$ cat config.mk
export PLATFORM = sky130hd
export DESIGN_NAME = pfpu_if
export DESIGN_NICKNAME = d
export VERILOG_FILES = /design/src/rtl/pfpu_if.sv
export SDC_FILE = /design/constraint.sdc
export NUM_CORES = 1
export LEC_CHECK = 0
export CAP_MARGIN = 25
export CORE_MARGIN = 5
export CORE_UTILIZATION = 25
export CTS_CLUSTER_SIZE = 10
export DETAILED_ROUTE_END_ITERATION = 12
export GPL_TIMING_DRIVEN = 0
export PLACE_DENSITY = 0.57
export SYNTH_ARGS = -nofsm -noshare
export SYNTH_HDL_FRONTEND = slang
export SYNTH_SLANG_ARGS = --single-unit
$ cat constraint.sdc
create_clock -name sys_clk -period 2.1 [get_ports sys_clk]
set_input_delay 0.525 -clock sys_clk [delete_from_list [all_inputs] [get_ports sys_clk]]
set_output_delay 0.525 -clock sys_clk [all_outputs]
set_load 0.005 [all_outputs]
$ cat src/rtl/pfpu_if.sv
// ---------------------------------------------------------------------------
// pfpu_if - PFPU conditional-select ALU unit.
//
// Computes r = cond ? a : b, where cond is a float boolean produced by the
// comparison units (1.0f = 0x3f800000, +/-0.0f = false). Any operand with a
// nonzero magnitude counts as true. Conditions that are not one of the three
// canonical encodings are flagged per result and tallied in a saturating
// counter so microcode bugs can be spotted.
//
// Parameters
//   LATENCY  pipeline depth from valid_i to valid_o, 1..4
//   CNT_W    width of the saturating non-boolean counter
//
// Ports
//   sys_clk        system clock
//   sys_rst_n      asynchronous active-low reset
//   alu_rst        synchronous flush: drops every in-flight and incoming op
//   a, b           operands selected on true / false condition
//   c              condition operand (float boolean)
//   valid_i        operands valid this cycle
//   r              selected result, meaningful only while valid_o = 1
//   valid_o        result valid this cycle
//   nonbool_o      result in flight had a non-canonical condition
//   nonbool_count  saturating count of non-canonical results
//   count_clr      synchronous clear of nonbool_count (wins over increment)
// ---------------------------------------------------------------------------
module pfpu_if #(
    parameter int LATENCY = 2,
    parameter int CNT_W   = 16
) (
    input  logic             sys_clk,
    input  logic             sys_rst_n,
    input  logic             alu_rst,
    input  logic [31:0]      a,
    input  logic [31:0]      b,
    input  logic [31:0]      c,
    input  logic             valid_i,
    output logic [31:0]      r,
    output logic             valid_o,
    output logic             nonbool_o,
    output logic [CNT_W-1:0] nonbool_count,
    input  logic             count_clr
);

    generate
        if (LATENCY < 1 || LATENCY > 4) begin : g_bad_latency
            $error("pfpu_if: LATENCY must be in 1..4");
        end
    endgenerate

    localparam logic [CNT_W-1:0] CNT_MAX = '1;

    // Sign bit ignored so that -0.0 decodes as false like +0.0.
    function automatic logic cond_true(input logic [31:0] v);
        return (v[30:0] != 31'd0);
    endfunction

    function automatic logic cond_canonical(input logic [31:0] v);
        return (v == 32'h0000_0000) || (v == 32'h8000_0000) ||
               (v == 32'h3f80_0000);
    endfunction

    function automatic logic [CNT_W-1:0] sat_inc(input logic [CNT_W-1:0] v);
        return (v == CNT_MAX) ? v : v + 1'b1;
    endfunction

    logic [31:0]        data_p [LATENCY];
    logic [LATENCY-1:0] vld_p;
    logic [LATENCY-1:0] nb_p;

    // ---- stage 1: select and decode; stages 2..LATENCY: plain delay ----
    always_ff @(posedge sys_clk or negedge sys_rst_n) begin
        if (!sys_rst_n) begin
            for (int i = 0; i < LATENCY; i++) begin
                data_p[i] <= '0;
            end
        end else begin
            data_p[0] <= cond_true(c) ? a : b;
            for (int i = 1; i < LATENCY; i++) begin
                data_p[i] <= data_p[i-1];
            end
        end
    end

    // Flush clears valid/nonbool only; data keeps shifting since r is
    // qualified by valid_o anyway.
    always_ff @(posedge sys_clk or negedge sys_rst_n) begin
        if (!sys_rst_n) begin
            vld_p <= '0;
            nb_p  <= '0;
        end else if (alu_rst) begin
            vld_p <= '0;
            nb_p  <= '0;
        end else begin
            vld_p[0] <= valid_i;
            nb_p[0]  <= valid_i & ~cond_canonical(c);
            for (int i = 1; i < LATENCY; i++) begin
                vld_p[i] <= vld_p[i-1];
                nb_p[i]  <= nb_p[i-1];
            end
        end
    end

    // ---- output stage ----
    assign r         = data_p[LATENCY-1];
    assign valid_o   = vld_p[LATENCY-1];
    // nb bits are only ever set together with their valid bit; the AND keeps
    // nonbool_o quiet regardless.
    assign nonbool_o = nb_p[LATENCY-1] & vld_p[LATENCY-1];

    always_ff @(posedge sys_clk or negedge sys_rst_n) begin
        if (!sys_rst_n) begin
            nonbool_count <= '0;
        end else if (count_clr) begin
            nonbool_count <= '0;
        end else if (valid_o && nonbool_o) begin
            nonbool_count <= sat_inc(nonbool_count);
        end
    end

endmodule
==> results.yml, run 1 <==
timing:
  setup_tns_ns: 0
  min_period_ns: 2.04
  setup_viol: 0
  fmax_mhz: 490
  fin_skew_ns: 0.00580
  maxSlewViolCount: 0
  relSlewSlack: 0.635
  fin_crit_sh: 0.972
  worstMarginPinSlew_ns: 0.547
  finalHoldViolCount: 0
die:
  io_pins: 151
  initial_core_util: 0.254
  dieHeight_microns: 126
  die_w_microns: 126
  core_area_sq_mm: 0.0132
  rows: 42
  die_area_sq_mm: 0.0159
final_layout:
  layout_commonest_cell: "clkdlybuf4s50_1"
  final_core_util: 0.428
  final_nets: 517
  postLayoutCellArea_sq_mm: 0.00566
  drive_gt1_frac: 0.274
  antenna_cells: 0
  area_growth_pct: 68.4
  multiInputGateArea_sq_mm: 0.00107
  final_cell_mix: "clkdlybuf4s50_1, dfrtp_1, buf_4, mux2_4, mux2_2"
  seqCellArea_sq_mm: 0.00210
  n_fill_cell: 1263
route:
  dr.pass1.iters: 4
  finalWirelength_microns: 8770
  drc: 0
  wl_per_cell_microns: 14.7
  vias: 2580
  antenna_left: 0
  drt_iter0_markers: 94
  via_per_inst: 4.34
worst_setup_path:
  slowest_stage: "clkdlybuf4s50_1"
  worstPathRequired_ns: 2.32
  crit_fanout: 7
  r2r-start: "nonbool_count[0]"
  crit_path_end_kind: "register"
  startpoint_type: "input pin"
  critical-path-top-delay-family: "buffers and inverters"
  critPathLaunch: "c[7]"
  crit_arrival_ns: 2.26
  cpPeakStageDelay_ns: 0.40
  critical_path_class: "in2reg"
  critPathBufInv: 3
  path_cells: "clkdlybuf4s50_1 -> nor4_1 -> nand2_1 -> nor3_4 -> buf_6 -> clkbuf_16 -> mux2_2"
grt:
  first_global_vias: 2780
  grt_max_degree: 44
  antenna_found_initial: 0
  grt_pass1_wl_microns: 14000
  grt_usage: 0.111
  grt-ovfl-total: 0
yosys:
  synth-seq-area-share: 0.625
  synth_area_per_cell_sq_um: 13.6
  ys_ff_latch: 84
  synth_area_sq_mm: 0.00336
  yosys_warnings: 0
  synth_nets: 349
  syn_inst: 247
  yosys.cell_types.count: 36
placement:
  gp_congestion: 0.755
  dp_hpwl_microns: 6390
  port_buffers: 149
  place_area_sq_mm: 0.00509
min_path:
  hold_class: "in2async"
power:
  total_power_mw: 3.68
  leakagePower_nw: 2.41
  p_per_area_mw_per_mm2: 650
  max-vdd-ir-drop_mv: 0.371
clocking:
  hold_buffers: 0
  path_clk_slew_ns: 0.06
  cts_buffers: 9
  cts_tree: "done"
  cts_root_buffer: "clkbuf_16"
  clock_latency_ns: 0.33
  cts_num_sinks: 84
  clockBufferDepth: 2
  htreeDepth: 3
status:
  status: "completed"
job:
  cap_violations: 0
[sequential cells by signal, indices dropped and copies added (netlist names)]
register and count:
r 32, nonbool_count 16, nb_p 2, data_p 32, vld_p 2
[power by group]
| group | internal, mW | leakage (nW) | switching, mW |
|---|---|---|---|
| clock network | 0.981 | 0.145 | 0.603 |
| registers | 1.68 | 1.02 | 0.0166 |
| logic | 0.288 | 1.25 | 0.110 |
[metal layers]
| metal | vias to the layer above | part of all wire | GRT usage |
|---|---|---|---|
| met2 | 116 | 0.50 | 0.180 |
| met1 | 1252 | 0.38 | 0.125 |
| li1 | 1202 | - | - |
| met4 | 0 | 0.018 | 0.0397 |
| met5 | - | 0 | 0 |
| met3 | 10 | 0.10 | 0.0605 |
[path summary, 6_finish.rpt]
| kind | cells past startpoint | slack [ns] | endpoint |
|---|---|---|---|
| worst min register to register | 0 | 0.35 | r[26] |
| worst max register to register | 6 | 0.12 | nonbool_count[11] |
| worst min-delay path | 1 | 0.17 | data_p[45] |
| worst max-delay path | 7 | 0.06 | data_p[60] |
| min in group sys_clk | 0 | 0.35 | r[26] |
| max in group asynchronous | 2 | 1.32 | r[0] |
[logic make-up after synthesis]
group                      count (synthesis)  share of synthesized area
and+or+nand+nor                           57                      0.108
xor gates and xnor gates                   1                    0.00260
buffers and inverters                     40                     0.0885
adders and majority gates                  1                    0.00372
AOI/OAI and AO/OA                         31                     0.0621
DFF                                       84                      0.625
muxes                                     33                      0.110
[synthesized netlist by cell type, drive strengths merged]
master	n	area, sq um
a21boi	1	7.51
a21oi	14	81.3
and2	2	12.5
and3	1	7.51
and4	3	26.3
buf	38	290
clkbuf	1	3.75
dfrtp	84	2100
ha	1	12.5
inv	1	3.75
mux2	32	360
mux2i	1	10.0
nand2	7	26.3
nand3	6	30.0
nand4	8	56.3
nand4b	1	8.76
nor2	3	11.3
nor2b	3	18.8
nor3	2	15.0
nor4	7	43.8
o21ai	8	40.0
o31ai	7	52.6
o41ai	1	27.5
or3	7	52.6
or4	7	55.1
xor2	1	8.76
[what timing repair did]
item / CTS / global route
setup endpoints to repair: 45 / 35
buffers inserted: 3 / 1
gates cloned: 1 / 2
pin swaps: 3 / 8
resized for setup: 9 / 43
[per-stage QoR]
stage	instances	worst slack, ns	hold WS (ns)
2_1_floorplan	247	0.139	0.229
3_3_place_gp	572	-2.53	0.331
3_5_place_dp	573	-0.674	0.335
4_1_cts	592	0.0150	0.188
5_1_grt	595	-0.0617	0.211
6_report	595	0.0582	0.175
[cell type report]
cell class | instances | share of cell area
Buffer | 39 | 0.0572
Clock buffer | 12 | 0.0453
Clock inverter | 3 | 0.00817
Inverter | 1 | 0.000663
Multi-Input combinational cell | 123 | 0.189
Sequential cell | 84 | 0.371
Tap cell | 176 | 0.0389
Timing Repair Buffer | 157 | 0.289
(Power assumes the default switching activity.)
==> run 2, diff against run 1 <==
--- a/config.mk
+++ b/config.mk
@@ -6,7 +6,6 @@
 export NUM_CORES = 1
 export LEC_CHECK = 0
 export CAP_MARGIN = 25
-export CORE_MARGIN = 5
 export CORE_UTILIZATION = 25
 export CTS_CLUSTER_SIZE = 10
 export DETAILED_ROUTE_END_ITERATION = 12
==> run 2 against run 1 <==
Compared with the run above:
- clock-buffer cell count shrank 2
- setup slack gained 0.0052 ns
- critical path depth is the same
- maximum frequency grew 0.26%
- first-iteration DRC count grew 4.3%
- critical path type unchanged
- final cell count shrank 0.34%
- sequential share of layout area grew 0.23 points
- non-clock buffer count shrank 3
- combinational power shrank 1%
- core utilization shrank 0.095 points
- global-route usage grew 0.88 points
==> results.yml, run 2 (synthesized netlist as in run 1, its figures left out) <==
power:
  leakagePower_nw: 2.41
  switchingPower_mw: 0.761
  p_sw_frac: 0.200
  max-vdd-ir-drop_mv: 0.381
  power_frac_seq: 0.447
  p_per_area_mw_per_mm2: 676
  pwr-share-clk: 0.449
  power_frac_comb: 0.104
  power.internal_mw: 3.04
final_layout:
  multiInputGateArea_sq_mm: 0.00105
  antenna_cells: 0
  n_fill_cell: 1235
  area_growth_pct: 67.3
  final_nets: 514
  layout_commonest_cell: "clkdlybuf4s50_1"
  final_cell_mix: "clkdlybuf4s50_1, dfrtp_1, buf_4, mux2_2, dlymetal6s2s_1"
  final_core_util: 0.427
  final_cells: 593
  drive_gt1_frac: 0.271
  seqCellArea_sq_mm: 0.00210
clocking:
  cts_root_buffer: "clkbuf_16"
  htreeDepth: 3
  cts_num_sinks: 84
  path_clk_slew_ns: 0.06
  cts_buffers: 9
  cts_tree: "done"
  clock_latency_ns: 0.34
  clockBufferDepth: 2
  hold_buffers: 0
timing:
  finalHoldViolCount: 0
  fin_crit_sh: 0.970
  relSlewSlack: 0.648
  fin_skew_ns: 0.00529
  maxSlewViolCount: 0
  fmax_mhz: 491
  worstMarginPinSlew_ns: 0.528
  min_period_ns: 2.04
  setup_viol: 0
route:
  drc: 0
  via_per_inst: 4.29
  dr.pass1.iters: 4
  antenna_left: 0
  drt_iter0_markers: 98
  finalWirelength_microns: 8110
  wl_per_cell_microns: 13.7
  vias: 2546
worst_setup_path:
  crit_arrival_ns: 2.26
  r2r_cells: 6
  r2r-end: "nonbool_count[11]"
  critical_path_class: "in2reg"
  r2r-start: "nonbool_count[0]"
  worstPathRequired_ns: 2.32
  startpoint_type: "input pin"
  reg2reg_slack_ns: 0.13
  crit_path_end_kind: "register"
  crit_fanout: 5
die:
  io_pins: 151
  dieHeight_microns: 118
  die_area_sq_mm: 0.0139
  die_w_microns: 118
  initial_core_util: 0.255
  rows: 42
  core_area_sq_mm: 0.0132
placement:
  dp_hpwl_microns: 5870
  port_buffers: 149
  dp_cells: 573
  gp_congestion: 0.738
status:
  status: "completed"
grt:
  grt_pass1_wl_microns: 12700
  grt_max_degree: 48
  antenna_found_initial: 0
  grt_usage: 0.120
  grt-ovfl-total: 0
  first_global_vias: 2657
job:
  cap_violations: 0
min_path:
  hold_class: "in2async"
-- run 2: changes by cell type in the layout (fill, tap and decap cells not counted), sizes merged --
cell,change
clkbuf,-3
buf,-2
bufinv,+1
clkdlybuf4s50,-1
clkinv,+1
dlymetal6s2s,+1
inv,+1
-- run 2: how the worst max path moves through the flow --
stage | cells past startpoint | endpoint | from
floorplan | 7 | nonbool_count[1] | nonbool_count[0]
global placement | 1 | data_p[38] | sys_rst_n
detailed placement | 6 | data_p[51] | c[3]
CTS | 7 | data_p[33] | c[4]
global route | 7 | data_p[35] | c[26]
finish | 7 | data_p[35] | c[7]
-- run 2: cell type report --
| class | instances | area share |
|---|---|---|
| buffer | 38 | 0.0551 |
| clock inverter | 6 | 0.0153 |
| clock buffer | 10 | 0.0425 |
| sequential | 84 | 0.374 |
| tap | 176 | 0.0391 |
| timing repair buffer | 155 | 0.287 |
| multi-input combinational | 123 | 0.186 |
| inverter | 1 | 0.000667 |
-- run 2: per-layer routing --
metal  GRT usage  vias to the layer above  wire [microns]  share of wire
li1            -                     1195               -              -
met1       0.132                     1230            3260           0.40
met2       0.198                      107            4030           0.50
met3      0.0417                       14             626          0.077
met4      0.0761                        0             198          0.024
met5           0                        -               0              0
-- run 2: worst max-delay path, stage by stage --
cell	delay, ns
clkdlybuf4s50_1	0.41
nor4_1	0.28
nand2_1	0.15
nor3_4	0.27
buf_6	0.17
clkbuf_16	0.15
mux2_4	0.29
-- run 2: through the flow --
step / setup slack, ns / setup TNS, ns / area (sq um) / total power [mW] / hold WS, ns
floorplan: 0.139 / 0 / 3360 / 1.82 / 0.229
global placement: -2.57 / -239.01 / 5080 / 2.11 / 0.332
detailed placement: -0.751 / -24.23 / 5100 / 2.12 / 0.335
finish: 0.0635 / 0 / 5630 / 3.80 / 0.162
CTS: -0.0197 / -0.0846 / 5500 / 3.87 / 0.166
global route: -0.0144 / -0.0610 / 5630 / 3.97 / 0.193
-- run 2: what timing repair did --
item / 4_1_cts / 5_1_grt
pin swaps: 5 / 10
gates cloned: 0 / 1
buffers inserted: 4 / 0
resized for setup: 10 / 36
setup endpoints to repair: 47 / 37
-- run 2: power groups by stage --
stage,clock [mW],combinational [mW],sequential (mW)
finish,1.71,0.395,1.70
global route,1.83,0.429,1.71
CTS,1.77,0.398,1.70
detailed placement,0,0.393,1.73
global placement,0,0.384,1.73
floorplan,0,0.0902,1.73
==> run 3, diff against run 2 <==
--- a/config.mk
+++ b/config.mk
@@ -10,7 +10,6 @@
 export CTS_CLUSTER_SIZE = 10
 export DETAILED_ROUTE_END_ITERATION = 12
 export GPL_TIMING_DRIVEN = 0
-export PLACE_DENSITY = 0.57
 export SYNTH_ARGS = -nofsm -noshare
 export SYNTH_HDL_FRONTEND = slang
 export SYNTH_SLANG_ARGS = --single-unit
==> run 3 against run 2 <==
Compared with the run above:
- hold slack worse by 0.023 ns
- power is 3.9% lower
- clock power down 8%
- sequential share of layout area rose by 0.083 points
- largest cell class unchanged
- design area down 0.22%
- register-to-register slack worse by 0.04 ns
- highest routed layer unchanged
- clock-buffer cell count is 1 lower
- non-clock buffer count increased by 2
- flip-flop and latch count unchanged
- final cell count is 0.34% higher
- setup slack improved by 0.0055 ns
==> results.yml, run 3 (synthesized netlist as in run 1, its figures left out) <==
route:
  vias: 2571
  dr.pass1.iters: 4
  wl_per_cell_microns: 13.7
  finalWirelength_microns: 8160
  via_per_inst: 4.32
  drc: 0
  drt_iter0_markers: 77
  antenna_left: 0
timing:
  holdWs_ns: 0.139
  setup_ws_ns: 0.0689
  finalHoldViolCount: 0
  fin_crit_sh: 0.967
  min_period_ns: 2.03
  relSlewSlack: 0.649
  maxSlewViolCount: 0
  fin_skew_ns: 0.00693
  setup_viol: 0
  worstMarginPinSlew_ns: 0.527
  setup_tns_ns: 0
  fmax_mhz: 492
grt:
  grt_pass1_wl_microns: 13100
  grt_usage: 0.122
  grt_max_degree: 51
  first_global_vias: 2789
  grt-ovfl-total: 0
  antenna_found_initial: 0
power:
  p_per_area_mw_per_mm2: 651
  max-vdd-ir-drop_mv: 0.362
  leakagePower_nw: 2.40
final_layout:
  antenna_cells: 0
  drive_gt1_frac: 0.277
  final_core_util: 0.426
  area_growth_pct: 66.9
  final_cell_mix: "clkdlybuf4s50_1, dfrtp_1, buf_4, mux2_2, dlymetal6s2s_1"
  final_nets: 516
  layout_commonest_cell: "clkdlybuf4s50_1"
worst_setup_path:
  worstPathRequired_ns: 2.32
  cpPeakStageDelay_ns: 0.42
  path_cells: "clkdlybuf4s50_1 -> nor4_2 -> nand4_1 -> nor3_4 -> buf_6 -> clkbuf_16 -> mux2_2"
  crit_arrival_ns: 2.25
  critical_path_class: "in2reg"
  startpoint_type: "input pin"
  crit_path_end_kind: "register"
  crit_fanout: 5
  slowest_stage: "clkdlybuf4s50_1"
job:
  cap_violations: 0
die:
  rows: 42
  core_area_sq_mm: 0.0132
  initial_core_util: 0.255
  die_area_sq_mm: 0.0139
  dieHeight_microns: 118
  die_w_microns: 118
  io_pins: 151
clocking:
  htreeDepth: 3
  path_clk_slew_ns: 0.06
  clock_latency_ns: 0.34
  cts_root_buffer: "clkbuf_16"
  cts_buffers: 9
  clockBufferDepth: 2
  hold_buffers: 0
  cts_tree: "done"
  cts_num_sinks: 84
placement:
  port_buffers: 149
  dp_hpwl_microns: 6120
  gp_congestion: 0.758
  place_ws_ns: -0.684
status:
  status: "completed"
min_path:
  hold_class: "in2async"
## run 3: changes by cell type in the layout (fill, tap and decap cells not counted), moves of 3 or more
cell	previous run	this run
mux2_2	20	29
nor4_1	3	0
mux2_4	11	2
clkdlybuf4s50_1	133	130
dlymetal6s2s_1	15	18
nor4_2	4	7
## run 3: final timing paths
path                       slack [ns]  cells past startpoint                end             start
max in group asynchronous        1.36                      2         data_p[40]         sys_rst_n
min in group sys_clk             0.35                      0              r[12]        data_p[44]
setup reg to reg                 0.09                      6  nonbool_count[11]  nonbool_count[1]
setup / recovery                 0.07                      7         data_p[36]              c[5]
hold / removal                   0.14                      1         data_p[48]         sys_rst_n
hold reg to reg                  0.35                      0              r[12]        data_p[44]
## run 3: what timing repair did
item	4_1_cts	5_1_grt
setup endpoints to repair	45	34
pin swaps	3	10
resized for setup	11	27
gates cloned	0	2
buffers inserted	3	1
## run 3: cell type report
cell class              count  area, sq um
flip-flops and latches     84         2100
well taps                 176          220
clock inverters             7         75.1
repair buffers            156         1650
plain buffers              39          322
clock buffers               9          225
inverters                   1         3.75
multi-input cells         123         1020
fillers                  1224         7570
## run 3: through the flow
stage | instance area, sq um | instances | power (mW)
3_3_place_gp | 5080 | 572 | 2.11
4_1_cts | 5470 | 592 | 3.72
2_1_floorplan | 3360 | 247 | 1.82
5_1_grt | 5620 | 595 | 3.82
3_5_place_dp | 5100 | 573 | 2.13
6_report | 5620 | 595 | 3.66
## run 3: critical path, delay by kind of cell
kind	cells	cell delay [ns]
buf+inv	3	0.76
mux	1	0.32
simple gates	3	0.65
## run 3: power by group
group          total (mW)  switching (mW)  internal, mW
clock network        1.57           0.642         0.924
registers            1.70          0.0166          1.68
logic               0.390           0.109         0.281
## run 3: routing by layer
metal / up-vias / global-route usage / part of all wire
li1: 1193 / - / -
met1: 1237 / 0.130 / 0.40
met2: 131 / 0.209 / 0.49
met3: 10 / 0.0480 / 0.092
met4: 0 / 0.0625 / 0.020
met5: - / 0 / 0
